File: config.mk
export PLATFORM = sky130hd
export DESIGN_NAME = cart_req_mux
export DESIGN_NICKNAME = d
export VERILOG_FILES = /design/src/rtl/cart_req_mux.sv
export SDC_FILE = /design/constraint.sdc
export NUM_CORES = 1
export LEC_CHECK = 0
export ABC_CLOCK_PERIOD_IN_PS = 4240
export CORE_MARGIN = 2
export CORE_UTILIZATION = 50
export DETAILED_ROUTE_END_ITERATION = 16
export GPL_TIMING_DRIVEN = 0
export PLACE_DENSITY = 0.8
export SYNTH_ARGS = -nofsm -noshare
export SYNTH_HDL_FRONTEND = slang
export SYNTH_SLANG_ARGS = --single-unit
File: constraint.sdc
create_clock -name clk -period 4.24 [get_ports clk]
set_input_delay 1.06 -clock clk [delete_from_list [all_inputs] [get_ports clk]]
set_output_delay 1.06 -clock clk [all_outputs]
set_load 0.005 [all_outputs]
File: src/rtl/cart_req_mux.sv
// cart_req_mux: queues cart bus strobes, translates ROM/SRAM addresses and
// arbitrates them with a host port onto a single memory port.
module cart_req_mux #(
    parameter int FIFO_DEPTH = 4,
    parameter int TIMEOUT    = 255
) (
    input  logic        clk,
    input  logic        rst,
    input  logic        cart_rd,
    input  logic        cart_wr,
    input  logic [1:0]  cart_data_width,
    input  logic [25:0] cart_addr,
    input  logic [15:0] cart_wr_data,
    output logic [15:0] cart_rd_data,
    output logic        mux_rd_valid,
    output logic        mem_req,
    output logic        mem_we,
    output logic [25:0] mem_addr,
    output logic [1:0]  mem_be,
    output logic [15:0] mem_wdata,
    input  logic        mem_ack,
    input  logic [15:0] mem_rdata,
    input  logic        host_req,
    input  logic        host_we,
    input  logic [25:0] host_addr,
    input  logic [1:0]  host_be,
    input  logic [15:0] host_wdata,
    output logic        host_ack,
    output logic [15:0] host_rdata,
    output logic        busy,
    output logic        overflow,
    output logic        timeout_err,
    output logic        proto_err
);
    localparam int AW = $clog2(FIFO_DEPTH);
    localparam int TW = $clog2(TIMEOUT + 1);

    typedef enum logic [1:0] {IDLE, CART, HOST} state_t;
    typedef struct packed {
        logic        we;
        logic [25:0] addr;
        logic [1:0]  be;
        logic [15:0] wdata;
    } req_t;

    state_t        state_q, state_d;
    req_t          fifo_q [FIFO_DEPTH];
    req_t          push_ent, head;
    logic [AW-1:0] wr_ptr_q, rd_ptr_q;
    logic [AW:0]   cnt_q, cnt_d;
    logic [TW-1:0] tmo_q, tmo_d;
    logic          push, full, accept, pop, expire, done, mismatch;
    logic [15:0]   rd_fmt;
    logic [15:0]   cart_rd_data_q, mem_wdata_q, host_rdata_q;
    logic [25:0]   mem_addr_q;
    logic [1:0]    mem_be_q;
    logic          mux_rd_valid_q, mem_req_q, mem_we_q, host_ack_q;
    logic          busy_q, overflow_q, timeout_err_q, proto_err_q;
    logic          unused_ok;

    assign unused_ok = host_addr[0];

    // Entries are stored already translated so the CART state only replays them.
    always_comb begin
        push_ent.we    = cart_wr;
        push_ent.addr  = cart_addr[25] ? {1'b1, 9'b0, cart_addr[15:1], 1'b0} : {1'b0, cart_addr[24:1], 1'b0};
        push_ent.be    = cart_addr[25] ? (cart_addr[0] ? 2'b10 : 2'b01) : 2'b11;
        push_ent.wdata = cart_addr[25] ? {2{cart_wr_data[7:0]}} : cart_wr_data;
    end

    always_comb begin
        push     = cart_rd | cart_wr;
        full     = cnt_q == (AW+1)'(FIFO_DEPTH);
        expire   = state_q != IDLE && !mem_ack && tmo_q == TW'(TIMEOUT - 1);
        done     = state_q != IDLE && (mem_ack || expire);
        pop      = state_q == CART && done;
        accept   = push && (!full || pop);
        cnt_d    = cnt_q + (AW+1)'(accept) - (AW+1)'(pop);
        head     = cnt_q != '0 ? fifo_q[rd_ptr_q] : push_ent;
        mismatch = cart_data_width != (cart_addr[25] ? 2'b01 : 2'b10);
        rd_fmt   = !mem_ack ? 16'hFFFF : !mem_addr_q[25] ? mem_rdata :
                   {8'h00, mem_be_q[1] ? mem_rdata[15:8] : mem_rdata[7:0]};
        state_d  = state_q == IDLE ? ((cnt_q != '0 || accept) ? CART : (host_req ? HOST : IDLE)) :
                   (done ? IDLE : state_q);
        tmo_d    = (state_q != IDLE && !done) ? tmo_q + TW'(1) : '0;
    end

    always_ff @(posedge clk) begin
        if (accept) fifo_q[wr_ptr_q] <= push_ent;
    end

    always_ff @(posedge clk) begin
        if (rst) begin
            state_q        <= IDLE;
            wr_ptr_q       <= '0;
            rd_ptr_q       <= '0;
            cnt_q          <= '0;
            tmo_q          <= '0;
            mem_req_q      <= 1'b0;
            mem_we_q       <= 1'b0;
            mem_addr_q     <= '0;
            mem_be_q       <= '0;
            mem_wdata_q    <= '0;
            cart_rd_data_q <= '0;
            mux_rd_valid_q <= 1'b0;
            host_ack_q     <= 1'b0;
            host_rdata_q   <= '0;
            busy_q         <= 1'b0;
            overflow_q     <= 1'b0;
            timeout_err_q  <= 1'b0;
            proto_err_q    <= 1'b0;
        end else begin
            state_q   <= state_d;
            cnt_q     <= cnt_d;
            tmo_q     <= tmo_d;
            mem_req_q <= state_d != IDLE;
            if (accept) wr_ptr_q <= wr_ptr_q + AW'(1);
            if (pop) rd_ptr_q <= rd_ptr_q + AW'(1);
            if (state_q == IDLE && state_d == CART) begin
                mem_we_q    <= head.we;
                mem_addr_q  <= head.addr;
                mem_be_q    <= head.be;
                mem_wdata_q <= head.wdata;
            end else if (state_q == IDLE && state_d == HOST) begin
                mem_we_q    <= host_we;
                mem_addr_q  <= {host_addr[25:1], 1'b0};
                mem_be_q    <= host_be;
                mem_wdata_q <= host_wdata;
            end
            mux_rd_valid_q <= pop && !mem_we_q;
            if (pop && !mem_we_q) cart_rd_data_q <= rd_fmt;
            host_ack_q <= state_q == HOST && done;
            if (state_q == HOST && done && (!mem_ack || !mem_we_q)) host_rdata_q <= mem_ack ? mem_rdata : 16'hFFFF;
            busy_q        <= state_d != IDLE || cnt_d != '0;
            overflow_q    <= overflow_q | (push && full && !pop);
            timeout_err_q <= timeout_err_q | expire;
            proto_err_q   <= proto_err_q | (cart_rd && cart_wr) | (push && mismatch);
        end
    end

    assign cart_rd_data = cart_rd_data_q;
    assign mux_rd_valid = mux_rd_valid_q;
    assign mem_req      = mem_req_q;
    assign mem_we       = mem_we_q;
    assign mem_addr     = mem_addr_q;
    assign mem_be       = mem_be_q;
    assign mem_wdata    = mem_wdata_q;
    assign host_ack     = host_ack_q;
    assign host_rdata   = host_rdata_q;
    assign busy         = busy_q;
    assign overflow     = overflow_q;
    assign timeout_err  = timeout_err_q;
    assign proto_err    = proto_err_q;
endmodule
## Yosys cells after proc, flatten, opt, wreduce, memory -nomap -nowiden

Memories as Yosys holds them, arrays and structs flattened. A register that Yosys moved wholly into a read port is not among the register bits.
Index checks and enable logic that the tools add are counted.

| storage, ports and cells | value |
|---|---|
| memory bits (writable) | 180 |
| word-level logic and storage cells | 95 |
| memories | 1 |
| register bits | 101 |

| operators by class | value |
|---|---|
| equal/unequal tests | 7 |
| reductions and logical operators | 32 |
| add/subtract/negate cells | 5 |
| muxes and demuxes | 26 |
| bitwise logic cells | 6 |

Memories:

| name | words | width | rd ports | clocked after Yosys merged registers in | wr ports | RTL line | text |
|---|---|---|---|---|---|---|---|
| fifo_q | 4 | 45 | 1 | 1 | 1 | 47 | `req_t fifo_q [FIFO_DEPTH];` |

Operators by type and width:

| kind | number |
|---|---|
| $mux W16 | 6 |
| $mux W26 | 3 |
| $mux W45 | 1 |
| $mux W2 | 11 |
| $logic_and A1 B1 Y1 | 15 |
| $add A8 B1 Y8 const B | 1 |
| $eq A8 B8 Y1 const B | 1 |
| $mux W8 | 1 |
| $reduce_bool A2 Y1 | 3 |
| $reduce_bool A3 Y1 | 2 |
| $logic_not A1 Y1 | 5 |
| $logic_or A1 B1 Y1 | 5 |
| $or A1 B1 Y1 | 5 |
| $add A2 B1 Y2 const B | 2 |
| $eq A2 B1 Y1 const B | 2 |
| $eq A2 B2 Y1 const B | 2 |
| $mux W1 | 4 |
| $add A3 B1 Y3 | 1 |
| $eq A3 B3 Y1 const B | 1 |
| $sub A3 B1 Y3 | 1 |
| $logic_not A2 Y1 | 1 |
| $ne A2 B2 Y1 | 1 |
| $reduce_or A2 Y1 | 1 |
| $not A1 Y1 | 1 |

## Depth between registers and ports, before layout

| logic depth | value |
|---|---|
| depth after elaboration | 15 |
| depth in mapped cells | 13 |
| mapped depth without buffers | 13 |

## Worst setup path after synthesis

OpenSTA, ideal clock, no wires.

| timing path | value |
|---|---|
| kind | in2reg |
| from | in mem_ack |
| to | reg busy_q (netlist: busy) |
| slack | 1.216 ns |
| library setup time | 0.139 ns |
| arrival | 2.884 ns |
| stages on the path | 11 |
| data required time | 4.101 ns |
| cells stage by stage | nor4b_1 a21boi_0 nor2_1 inv_1 ha_1 inv_1 ha_1 fa_1 xnor2_1 xnor2_1 a41oi_1 |

| between the ends | value |
|---|---|
| cells in the longest elaborated chain, start to end | 13 |
| elaborated cells between the ends (all ways) | 17 |

RTL lines:

| element | RTL line | text |
|---|---|---|
| start, declared | 21 | `input logic mem_ack,` |
| $logic_not A1 Y1 | 74 | `expire = state_q != IDLE && !mem_ack && tmo_q == TW'(TIMEOUT - 1);` |
| $logic_and A1 B1 Y1 (2 in series) | 74 |  |
| $logic_or A1 B1 Y1 * | 75 | `done = state_q != IDLE && (mem_ack \|\| expire);` |
| $logic_and A1 B1 Y1 * | 75 |  |
| parallel branches: the longest is 7 deep, another holds $add A3 B1 Y3 | - |  |
| $logic_or A1 B1 Y1 * | 134 | `busy_q <= state_d != IDLE \|\| cnt_d != '0;` |
| end signal, assigned | 108 | `busy_q <= 1'b0;` |
| end signal, assigned | 134 |  |
| end, declared | 58 | `logic busy_q, overflow_q, timeout_err_q, proto_err_q;` |

Every way passes the cells marked *.
A chain may end at the register's enable or synchronous reset.

## Worst setup path in the final report

| timing path | value |
|---|---|
| from | in mem_ack |
| to | reg busy_q (netlist: busy) |

| between the ends | value |
|---|---|
| cells in the longest elaborated chain, start to end | 13 |
| elaborated cells between the ends (all ways) | 17 |

RTL lines:

| element | RTL line | text |
|---|---|---|
| $logic_not A1 Y1 | 74 |  |
| $logic_and A1 B1 Y1 (2 in series) | 74 |  |
| $logic_or A1 B1 Y1 * | 75 |  |
| $logic_and A1 B1 Y1 * | 75 |  |
| $logic_and A1 B1 Y1 * | 76 | `pop = state_q == CART && done;` |
| net pop | 52 | `logic push, full, accept, pop, expire, done, mismatch;` |
| parallel branches: the longest is 6 deep, another holds $add A3 B1 Y3 | - |  |
| $logic_or A1 B1 Y1 * | 134 |  |

Mark *: on every way through the listed nets, which the timed path passes.

==> key figures <==
Critical path
  • Critical path launch point type: input port
  • Worst-case reg-to-reg path depth: 13
  • Crit path buf inv count: 3
  • Worst path cell trace: clkdlybuf4s50_1 -> a21oi_1 -> clkbuf_1 -> nor2_1 -> ha_1 -> inv_1 -> ha_1 -> fa_1 -> xnor2_1 -> xnor2_1 -> a41oi_1
  • Critical path peak fanout: 10
  • R2R setup slack: 920 ps
  • Worst EP required: 4620 ps
  • Worst path depth: 11
  • Slowest stage delay, CP: 520 ps
  • Setup CP Type: input port to flip-flop
  • Slowest CP cell: clkdlybuf4s50_1
  • Critical Path Sink Type: flip-flop
  • Crit path arrival time: between 3000 and 4000 ps
  • Largest delay contributor family on the critical path: buffers and inverters

Timing
  • Setup ws final: 720.2 ps
  • RSZ-0062 raised after global routing: false
  • Highest achievable clock rate: 284.1 MHz
  • Fin crit period: 3520 ps
  • Worst-Margin Slew: 785.1 ps
  • Slew Viols, Final: 0
  • Period utilization: just over 80%
  • Hold Vio Cnt, Final: 0
  • Clock Skews: 26.38 ps
  • Final setup vio count: 0
  • Rel. slew slack: 47.66%

Logic synthesis
  • Distinct cells, synth: 55
  • Netlist area before placement: about 11000 um2
  • Syn nets: 920
  • Post-Synthesis Cells: 800
  • Seq/Total Area, Yosys: roughly 66%
  • #FFs+latches synth: 278
  • Synth async-reset ratio: 0%
  • Post-synth EDFFs: 176
  • Synthesized area per cell: 13.96 um2
  • Primary FF master, synth: edfxtp_1
  • Ys Warns: 0

Die
  • Placeable Area: between 20000 and 25000 um2
  • Initial Util: 51.01%
  • Row count: 54
  • Die width: 153.4 um
  • Die area: 23540 um2
  • Top Ports: 195
  • Die Y: about 150 um

Pwr
  • Clk network pwr share: about 29%
  • Leakage: 4.913 nW
  • Sw frac: around 29%
  • Internal power: 0.006043 W
  • Comb power frac: between 20% and 30%
  • Pwr per Cell Area: between 500 and 600 nW/um2
  • Peak VDD IR: ~0.00045 V
  • Sequential share of power: between 40% and 50%
  • Net Switching: 0.002512 W

Placement
  • RD Place Congestion: just under 0.9
  • Post-Place Setup Slack: 252.4 ps
  • DP HPWL: 18690 um
  • Port Buffers: between 150 and 200

Clock network
  • Hold buffer count at cts: 0
  • Clock sink count: 278
  • Clock Tree Buf Depth: 3
  • PostCTS Resize Cnt: 0
  • CTS tree: done
  • Clk slew on worst S/H paths: 60 ps
  • Clock insertion delay at the later pin of the skew report: approximately 560 ps
  • Setup bufs post-CTS: 0
  • Root buffer cell: clkbuf_16
  • Num CTS Buffers: 28
  • Htree depth: 1

Layout
  • Commonest cells after routing, fill and taps aside: 191 x clkdlybuf4s50_1, 176 x edfxtp_1, 102 x dfxtp_1
  • Area Growth Syn to Fin: 29.65%
  • Fin nets: 1145
  • Final core utilization: 66.13%
  • Commonest non-fill, non-tap cell in the layout: clkdlybuf4s50_1
  • Share of layout cells above drive strength 1: 12.42%

Route
  • DRT iter0 DRCs: 670
  • Final ANT Viol Nets: 0
  • First-pass DRT Iterations: 5
  • DR vias/cell: between 5 and 6
  • Via Count: about 7900
  • Drt total wl: ~28000 um
  • Drc violations: 0
  • WL per Instance: 21.17 um

Global routing
  • Vias in the first global route: 8046
  • Grt total ovfl: 0
  • First-pass GRT wire length: 44050 um
  • Antenna violations before repair: 2
  • Maximum number of pins on one net before global-route repair: 35
  • Total GRT Usage: 23.70%

Status
  • Status: finished clean

Flow run
  • Max Cap Viol: 0

Hold path
  • Worst hold path class: flip-flop to flip-flop
  • WHS Path Cells: 2
routing by layer:
layer	share of wire, %	global-route usage, %	routed length (um)	vias up
li1	-	-	-	3513
met1	39	32.26	11040	3861
met2	49	38.50	13820	423
met3	7.8	3.828	2189	76
met4	3.9	9.524	1090	0
met5	0	0	0	-
Yosys cell counts, drive strengths merged (3+ instances only):
| master | instances | area, um2 |
|---|---|---|
| a211oi | 16 | 120.1 |
| a21oi | 56 | 291.5 |
| a221o | 35 | 350.3 |
| a31oi | 9 | 56.30 |
| and3 | 5 | 31.28 |
| buf | 17 | 108.9 |
| clkbuf | 38 | 142.6 |
| dfxtp | 102 | 2042 |
| edfxtp | 176 | 5285 |
| ha | 8 | 100.1 |
| inv | 25 | 93.84 |
| mux2 | 8 | 90.09 |
| mux4 | 44 | 991.0 |
| nand2 | 60 | 225.2 |
| nand2b | 10 | 62.56 |
| nand3 | 41 | 205.2 |
| nand4b | 8 | 70.07 |
| nor2 | 40 | 152.6 |
| nor2b | 14 | 87.58 |
| nor3 | 6 | 35.03 |
| o21a | 16 | 120.1 |
| o21ai | 15 | 75.07 |
| o21bai | 8 | 60.06 |
| o2bb2ai | 8 | 70.07 |
| or3 | 4 | 35.03 |
| xnor2 | 5 | 43.79 |
| xor2 | 3 | 26.28 |
registers in the layout (all words and copies together), names as in the netlist, 2 cells and up, named ones only:
signal,count
mem_be,2
cnt_q,3
state_q,2
tmo_q,8
fifo_q,176
rd_ptr_q,2
mem_wdata,16
mem_addr,25
wr_ptr_q,2
cart_rd_data,16
host_rdata,16
path summary, 6_finish.rpt:
check	startpoint	endpoint
setup / recovery	mem_ack	busy
hold / removal	host_rdata[5]	host_rdata[5]
setup reg to reg	tmo_q[0]	busy
hold reg to reg	host_rdata[5]	host_rdata[5]
power groups by stage:
stage               Clock (W)  Combinational, W  Sequential (W)
finish                0.00249           0.00235         0.00372
global placement            0           0.00222         0.00376
global route          0.00263           0.00254         0.00377
detailed placement          0           0.00231         0.00376
CTS                   0.00252           0.00235         0.00371
floorplan                   0           0.00126         0.00373
layout make-up:
type	instances	area, um2
Sequential cell	278	7327
Inverter	25	93.84
Tap cell	280	350.3
Multi-Input combinational cell	442	3498
Buffer	55	251.5
Clock inverter	15	163.9
Timing Repair Buffer	195	1992
Clock buffer	37	794.5
Fill cell	1547	7415
Antenna cell	2	5.005
stage by stage:
stage / area [um2] / setup TNS (ps) / cells / hold WS, ps / power (W)
after floorplan: 11170 / 0 / 800 / 440.9 / 0.004990
after global placement: 13430 / -41250 / 1271 / 439.0 / 0.005977
after detailed placement: 13510 / 0 / 1275 / 444.7 / 0.006072
after CTS: 14470 / 0 / 1327 / 455.9 / 0.008582
after global routing: 14480 / 0 / 1329 / 471.4 / 0.008942
final: 14480 / 0 / 1329 / 454.5 / 0.008555
tightest hold or removal path, cell delays in order, from the launching register on:
cell and delay (ps):
dfxtp_1 310, inv_1 50, a211oi_1 50
cell families after synthesis:
logic type,count (synthesis),synth area share [%]
flops,278,65.62
xor+xnor,8,0.6275
compound gates,172,10.96
fa+ha+maj,9,1.076
mux,52,9.682
buf+inv,80,3.093
simple gates,200,8.909
other cells,1,0.03358
Note: power is estimated with default switching activity, not from simulation.
